File: src/rtl/clk_rst_ctrl.sv
// Clock-enable and reset controller: lock synchroniser, reset-hold FSM and NUM_CH
// programmable clock-enable strobes. Define CLKGEN_HEARTBEAT_EN to add the heartbeat output.
module clk_rst_ctrl #(
    parameter int                NUM_CH      = 2,
    parameter int                DIV_W       = 20,
    parameter logic [DIV_W-1:0]  DIV_DEFAULT = 20'h7FFFF,
    parameter int                SYNC_STAGES = 3,
    parameter int                HOLD_CYCLES = 16,
    parameter int                HB_BIT      = 23
) (
    input  logic                    CLK_SYS,
    input  logic                    resetn,
    input  logic                    pll_locked,
    input  logic [NUM_CH-1:0]       ch_enable,
    input  logic [NUM_CH-1:0]       div_load,
    input  logic [NUM_CH*DIV_W-1:0] div_value,
`ifdef CLKGEN_HEARTBEAT_EN
    output logic                    heartbeat,
`endif
    output logic                    rst_out_n,
    output logic                    rst_out_p,
    output logic [NUM_CH-1:0]       ce_pulse,
    output logic [NUM_CH-1:0]       ce_level
);

    localparam int HOLD_W = (HOLD_CYCLES > 1) ? $clog2(HOLD_CYCLES) : 1;
    localparam logic [HOLD_W-1:0] HOLD_LAST = HOLD_W'(HOLD_CYCLES - 1);

    typedef enum logic [1:0] {WAIT_LOCK, HOLD, RUN} state_t;

    logic [SYNC_STAGES-1:0] sync_p0;
    logic                   lock_s;
    state_t                 state;
    logic [HOLD_W-1:0]      hold_cnt;
    logic                   run_ok;
    logic [DIV_W-1:0]       shadow [NUM_CH];
    logic [DIV_W-1:0]       cnt    [NUM_CH];

    // Lock synchroniser
    always_ff @(posedge CLK_SYS or negedge resetn) begin
        if (!resetn) begin
            sync_p0 <= '0;
        end else begin
            sync_p0 <= {sync_p0[SYNC_STAGES-2:0], pll_locked};
        end
    end

    assign lock_s = sync_p0[SYNC_STAGES-1];

    // Reset sequencing FSM; rst_out_n tracks the state register edge for edge
    always_ff @(posedge CLK_SYS or negedge resetn) begin
        if (!resetn) begin
            state     <= WAIT_LOCK;
            hold_cnt  <= '0;
            rst_out_n <= 1'b0;
        end else begin
            case (state)
                WAIT_LOCK: begin
                    hold_cnt <= '0;
                    if (lock_s) state <= HOLD;
                end
                HOLD: begin
                    if (!lock_s) begin
                        state    <= WAIT_LOCK;
                        hold_cnt <= '0;
                    end else if (hold_cnt == HOLD_LAST) begin
                        state     <= RUN;
                        rst_out_n <= 1'b1;
                    end else begin
                        hold_cnt <= hold_cnt + 1'b1;
                    end
                end
                RUN: begin
                    if (!lock_s) begin
                        state     <= WAIT_LOCK;
                        rst_out_n <= 1'b0;
                    end
                end
                default: begin
                    state     <= WAIT_LOCK;
                    rst_out_n <= 1'b0;
                end
            endcase
        end
    end

    assign rst_out_p = ~rst_out_n;

    // Strobes stop on the same edge the FSM leaves RUN, so lock loss wins over a load
    assign run_ok = (state == RUN) && lock_s;

    // Channel counters and strobe registers
    always_ff @(posedge CLK_SYS or negedge resetn) begin
        if (!resetn) begin
            for (int i = 0; i < NUM_CH; i++) begin
                shadow[i] <= DIV_DEFAULT;
                cnt[i]    <= '0;
            end
            ce_pulse <= '0;
            ce_level <= '0;
        end else begin
            for (int i = 0; i < NUM_CH; i++) begin
                if (div_load[i]) shadow[i] <= div_value[i*DIV_W +: DIV_W];
                if (!(run_ok && ch_enable[i])) begin
                    cnt[i]      <= '0;
                    ce_pulse[i] <= 1'b0;
                    ce_level[i] <= 1'b0;
                end else if (div_load[i]) begin
                    cnt[i]      <= '0;
                    ce_pulse[i] <= 1'b0;
                end else if (cnt[i] == shadow[i]) begin
                    cnt[i]      <= '0;
                    ce_pulse[i] <= 1'b1;
                    ce_level[i] <= ~ce_level[i];
                end else begin
                    cnt[i]      <= cnt[i] + 1'b1;
                    ce_pulse[i] <= 1'b0;
                end
            end
        end
    end

`ifdef CLKGEN_HEARTBEAT_EN
    logic [HB_BIT:0] hb_cnt;

    always_ff @(posedge CLK_SYS or negedge resetn) begin
        if (!resetn) begin
            hb_cnt <= '0;
        end else if (state == RUN) begin
            hb_cnt <= hb_cnt + 1'b1;
        end else begin
            hb_cnt <= '0;
        end
    end

    assign heartbeat = hb_cnt[HB_BIT];
`endif

endmodule
File: config.mk
export PLATFORM = sky130hd
export DESIGN_NAME = clk_rst_ctrl
export DESIGN_NICKNAME = d
export VERILOG_FILES = /design/src/rtl/clk_rst_ctrl.sv
export SDC_FILE = /design/constraint.sdc
export NUM_CORES = 1
export LEC_CHECK = 0
export BUFFER_PORTS_ARGS = -buffer_cell sky130_fd_sc_hd__clkbuf_2
export CAP_MARGIN = 30
export CORE_MARGIN = 2
export CORE_UTILIZATION = 45
export CTS_CLUSTER_DIAMETER = 120
export DETAILED_ROUTE_END_ITERATION = 10
export SYNTH_ARGS = -nofsm -noshare
export SYNTH_HDL_FRONTEND = slang
export SYNTH_SLANG_ARGS = --single-unit
File: constraint.sdc
create_clock -name CLK_SYS -period 2.9 [get_ports CLK_SYS]
set_input_delay 0.725 -clock CLK_SYS [delete_from_list [all_inputs] [get_ports CLK_SYS]]
set_output_delay 0.725 -clock CLK_SYS [all_outputs]
set_load 0.01 [all_outputs]
==> qor.csv <==
stage,metric,value,unit
die,row count,36,
drt,DRT Pass-1 Iters,4,
synth,Synth Flop Type,dfrtp_1,
die,Die X,104,um
timing,unrepaired setup endpoints after global routing,false,
cells_and_area,Fillers,924,
clocking,clk root buf,clkbuf_8,
worst_setup_path,CP required,3110,ps
timing,Fin Hold WS,265,ps
worst_setup_path,Worst Path Arrival,2200,ps
synth,Yosys reg bits,94,
die,initial core utilization,0.460,
cells_and_area,post-layout util,0.529,
drt,DRC viols,0,
cells_and_area,Total Nets Final,496,
global_routing,number of antenna violations at the first check in global routing,0,
place,port bufs,52,
run_status,status,completed,
clocking,CTS tree,yes,
place,GPL Wtd Cong,0.789,
worst_setup_path,WS Path Type,reg -> reg,
timing,final worst path period share,0.685,
timing,worst-margin pin slew,640,ps
clocking,Clock Sink Count,94,
timing,setup TNS,0,ps
power,VDD IR-drop max,0.278,mV
synth,"Avg Cell Area, Syn",11.5,um2
worst_setup_path,Worst setup EP type,flip-flop,
synth,Post-synth EDFFs,0,
die,Die ar.,10800,um2
power,Pwr Density,527,nW/um2
die,core area,9730,um2
timing,Rel. slew slack,0.573,
synth,cell area after synthesis,4470,um2
cells_and_area,Syn-to-layout area delta,15.0,%
synth,top post-synthesis cells by count,"57 x xnor2_1, 56 x dfrtp_1, 54 x nor2_1",
timing,Final setup viols,0,
synth,Yosys warning total,0,
drt,Initial DRC Count,108,
clocking,clock network latency to the later pin of the worst-skew pair,360,ps
clocking,H-tree level count,3,
drt,Vias,2912,
drt,routed wire length,8.32,mm
global_routing,total gr overflow,0,
synth,Yosys cell types,32,
global_routing,first-pass GRT wire length,14.8,mm
clocking,Post-CTS Setup Repair Bufs,0,
drt,vias per cell,4.99,
timing,final hold violations,0,
synth,Post-synth ARST share,1.00,
synth,gate count after technology mapping,390,
timing,Final Max Tran Viols,0,
drt,post-route ant nets,0,
global_routing,total track usage,0.170,
synth,syn_nets,440,
cells_and_area,Non-Filler Instances,584,
place,post-DP HPWL,6.31,mm
die,Die H,104,um
clocking,count of cells resized by post-cts repair,0,
synth,most used standard cell by instance count after synthesis,xnor2_1,
cells_and_area,# diodes,0,
timing,skew final,8.94,ps
clocking,CTS max path bufs,2,
clocking,Worst-path clk slew,90,ps
timing,min Tclk post-route,1990,ps
power,LEAKAGE,2.07,nW
cells_and_area,layout cells sized above 1,0.350,
drt,WL/cell,14.2,um
synth,cell taking the most area after synthesis,dfrtp_1,
global_routing,vias in the first global route,3007,
clocking,"Hold-fix buffers, CTS",0,
clocking,CTS Buf Count,9,
die,# IOs,53,
worst_setup_path,worst-path maximum fanout,20,
hold_path,Hold Crit Class,in -> async,
timing,fmax,503,MHz
synth,area share of the largest cell type after synthesis,0.313,
synth,post-synthesis sequential area ratio,0.536,
job,max cap viols,0,
synth,Synth area leaders,"dfrtp_1 31%, dfstp_2 22%, xnor2_1 11%",
worst_setup_path,startpoint types,flip-flop,
global_routing,largest net degree at the start of global routing,31,
place,Placed Cells,568,
[critical path, cell delays in order, from the launching register on]
cell and delay [ps]:
dfstp_2 540, xnor2_1 140, nand4_1 120, nor3_1 320, a211o_1 600, nor2_1 120
[registers in the layout, summed over array words and instances, names as in the netlist]
| register | cells |
|---|---|
| state | 2 |
| ce_pulse | 2 |
| sync_p0 | 3 |
| shadow | 40 |
| ce_level | 2 |
| hold_cnt | 4 |
| rst_out_n | 1 |
| cnt | 40 |
[final cells by class]
class / count / area, um2 / share of cell area
Clock inverter: 3 / 90.1 / 0.0175
Inverter: 13 / 48.8 / 0.00948
Tap cell: 133 / 166 / 0.0323
Clock buffer: 13 / 159 / 0.0309
Multi-Input combinational cell: 272 / 1980 / 0.384
Timing Repair Buffer: 56 / 305 / 0.0593
Sequential cell: 94 / 2400 / 0.466
[final timing paths]
check	from	end	slack, ps	depth (start not counted)
setup / recovery	shadow[27]	cnt[25]	910	5
hold / removal	resetn	cnt[16]	260	1
setup reg to reg	shadow[27]	cnt[25]	910	5
hold reg to reg	sync_p0[1]	sync_p0[2]	360	0
max in group asynchronous	resetn	shadow[23]	1970	2
min in group CLK_SYS	sync_p0[1]	sync_p0[2]	360	0
[stage by stage]
stage	total power [mW]	setup slack [ps]	cell area [um2]
2_1_floorplan	1.59	1370	4470
3_3_place_gp	1.68	856	4900
3_5_place_dp	1.69	820	4900
4_1_cts	2.76	858	5140
5_1_grt	2.84	612	5140
6_report	2.71	913	5140
[routing by layer]
layer  track usage  vias up  share of wire
met5             0        -              0
met4        0.0463        0          0.011
met3        0.0403       10          0.032
met2         0.289       45           0.51
met1         0.219     1428           0.45
li1              -     1429              -
[cell usage in the layout (no fill, tap or decap), types with 2 or more instances in the layout]
cell	Yosys	routed
xnor2_1	57	57
dfrtp_1	56	56
nor2_1	54	54
clkbuf_2	0	51
mux2_2	42	42
dfstp_2	38	38
nand2_1	22	22
xor2_1	19	19
nand3_1	16	16
nand4_1	15	15
inv_1	13	13
clkbuf_8	0	11
nor3_1	9	9
and3_1	5	5
nor4_1	4	4
a21oi_1	4	4
o21ai_0	4	4
buf_4	0	4
ha_1	3	3
bufinv_16	0	3
a211o_1	2	2
nand4_2	2	2
nor4_4	2	2
nand3b_1	2	2
clkbuf_1	0	2
[logic make-up after synthesis]
kind of cell    synth area share
compound gates            0.0196
xor+xnor                   0.149
fa+ha+maj                0.00839
buf+inv                   0.0221
flops                      0.536
mux                        0.106
simple gates               0.159
[power by group]
group / leakage, nW / total (mW) / switching (mW) / internal [mW]
clock: 0.124 / 1.05 / 0.432 / 0.621
sequential: 1.17 / 1.46 / 0.0452 / 1.41
combinational: 0.777 / 0.202 / 0.0836 / 0.118
total: 2.07 / 2.71 / 0.560 / 2.15
No activity file was read; power rests on OpenSTA's default activity.
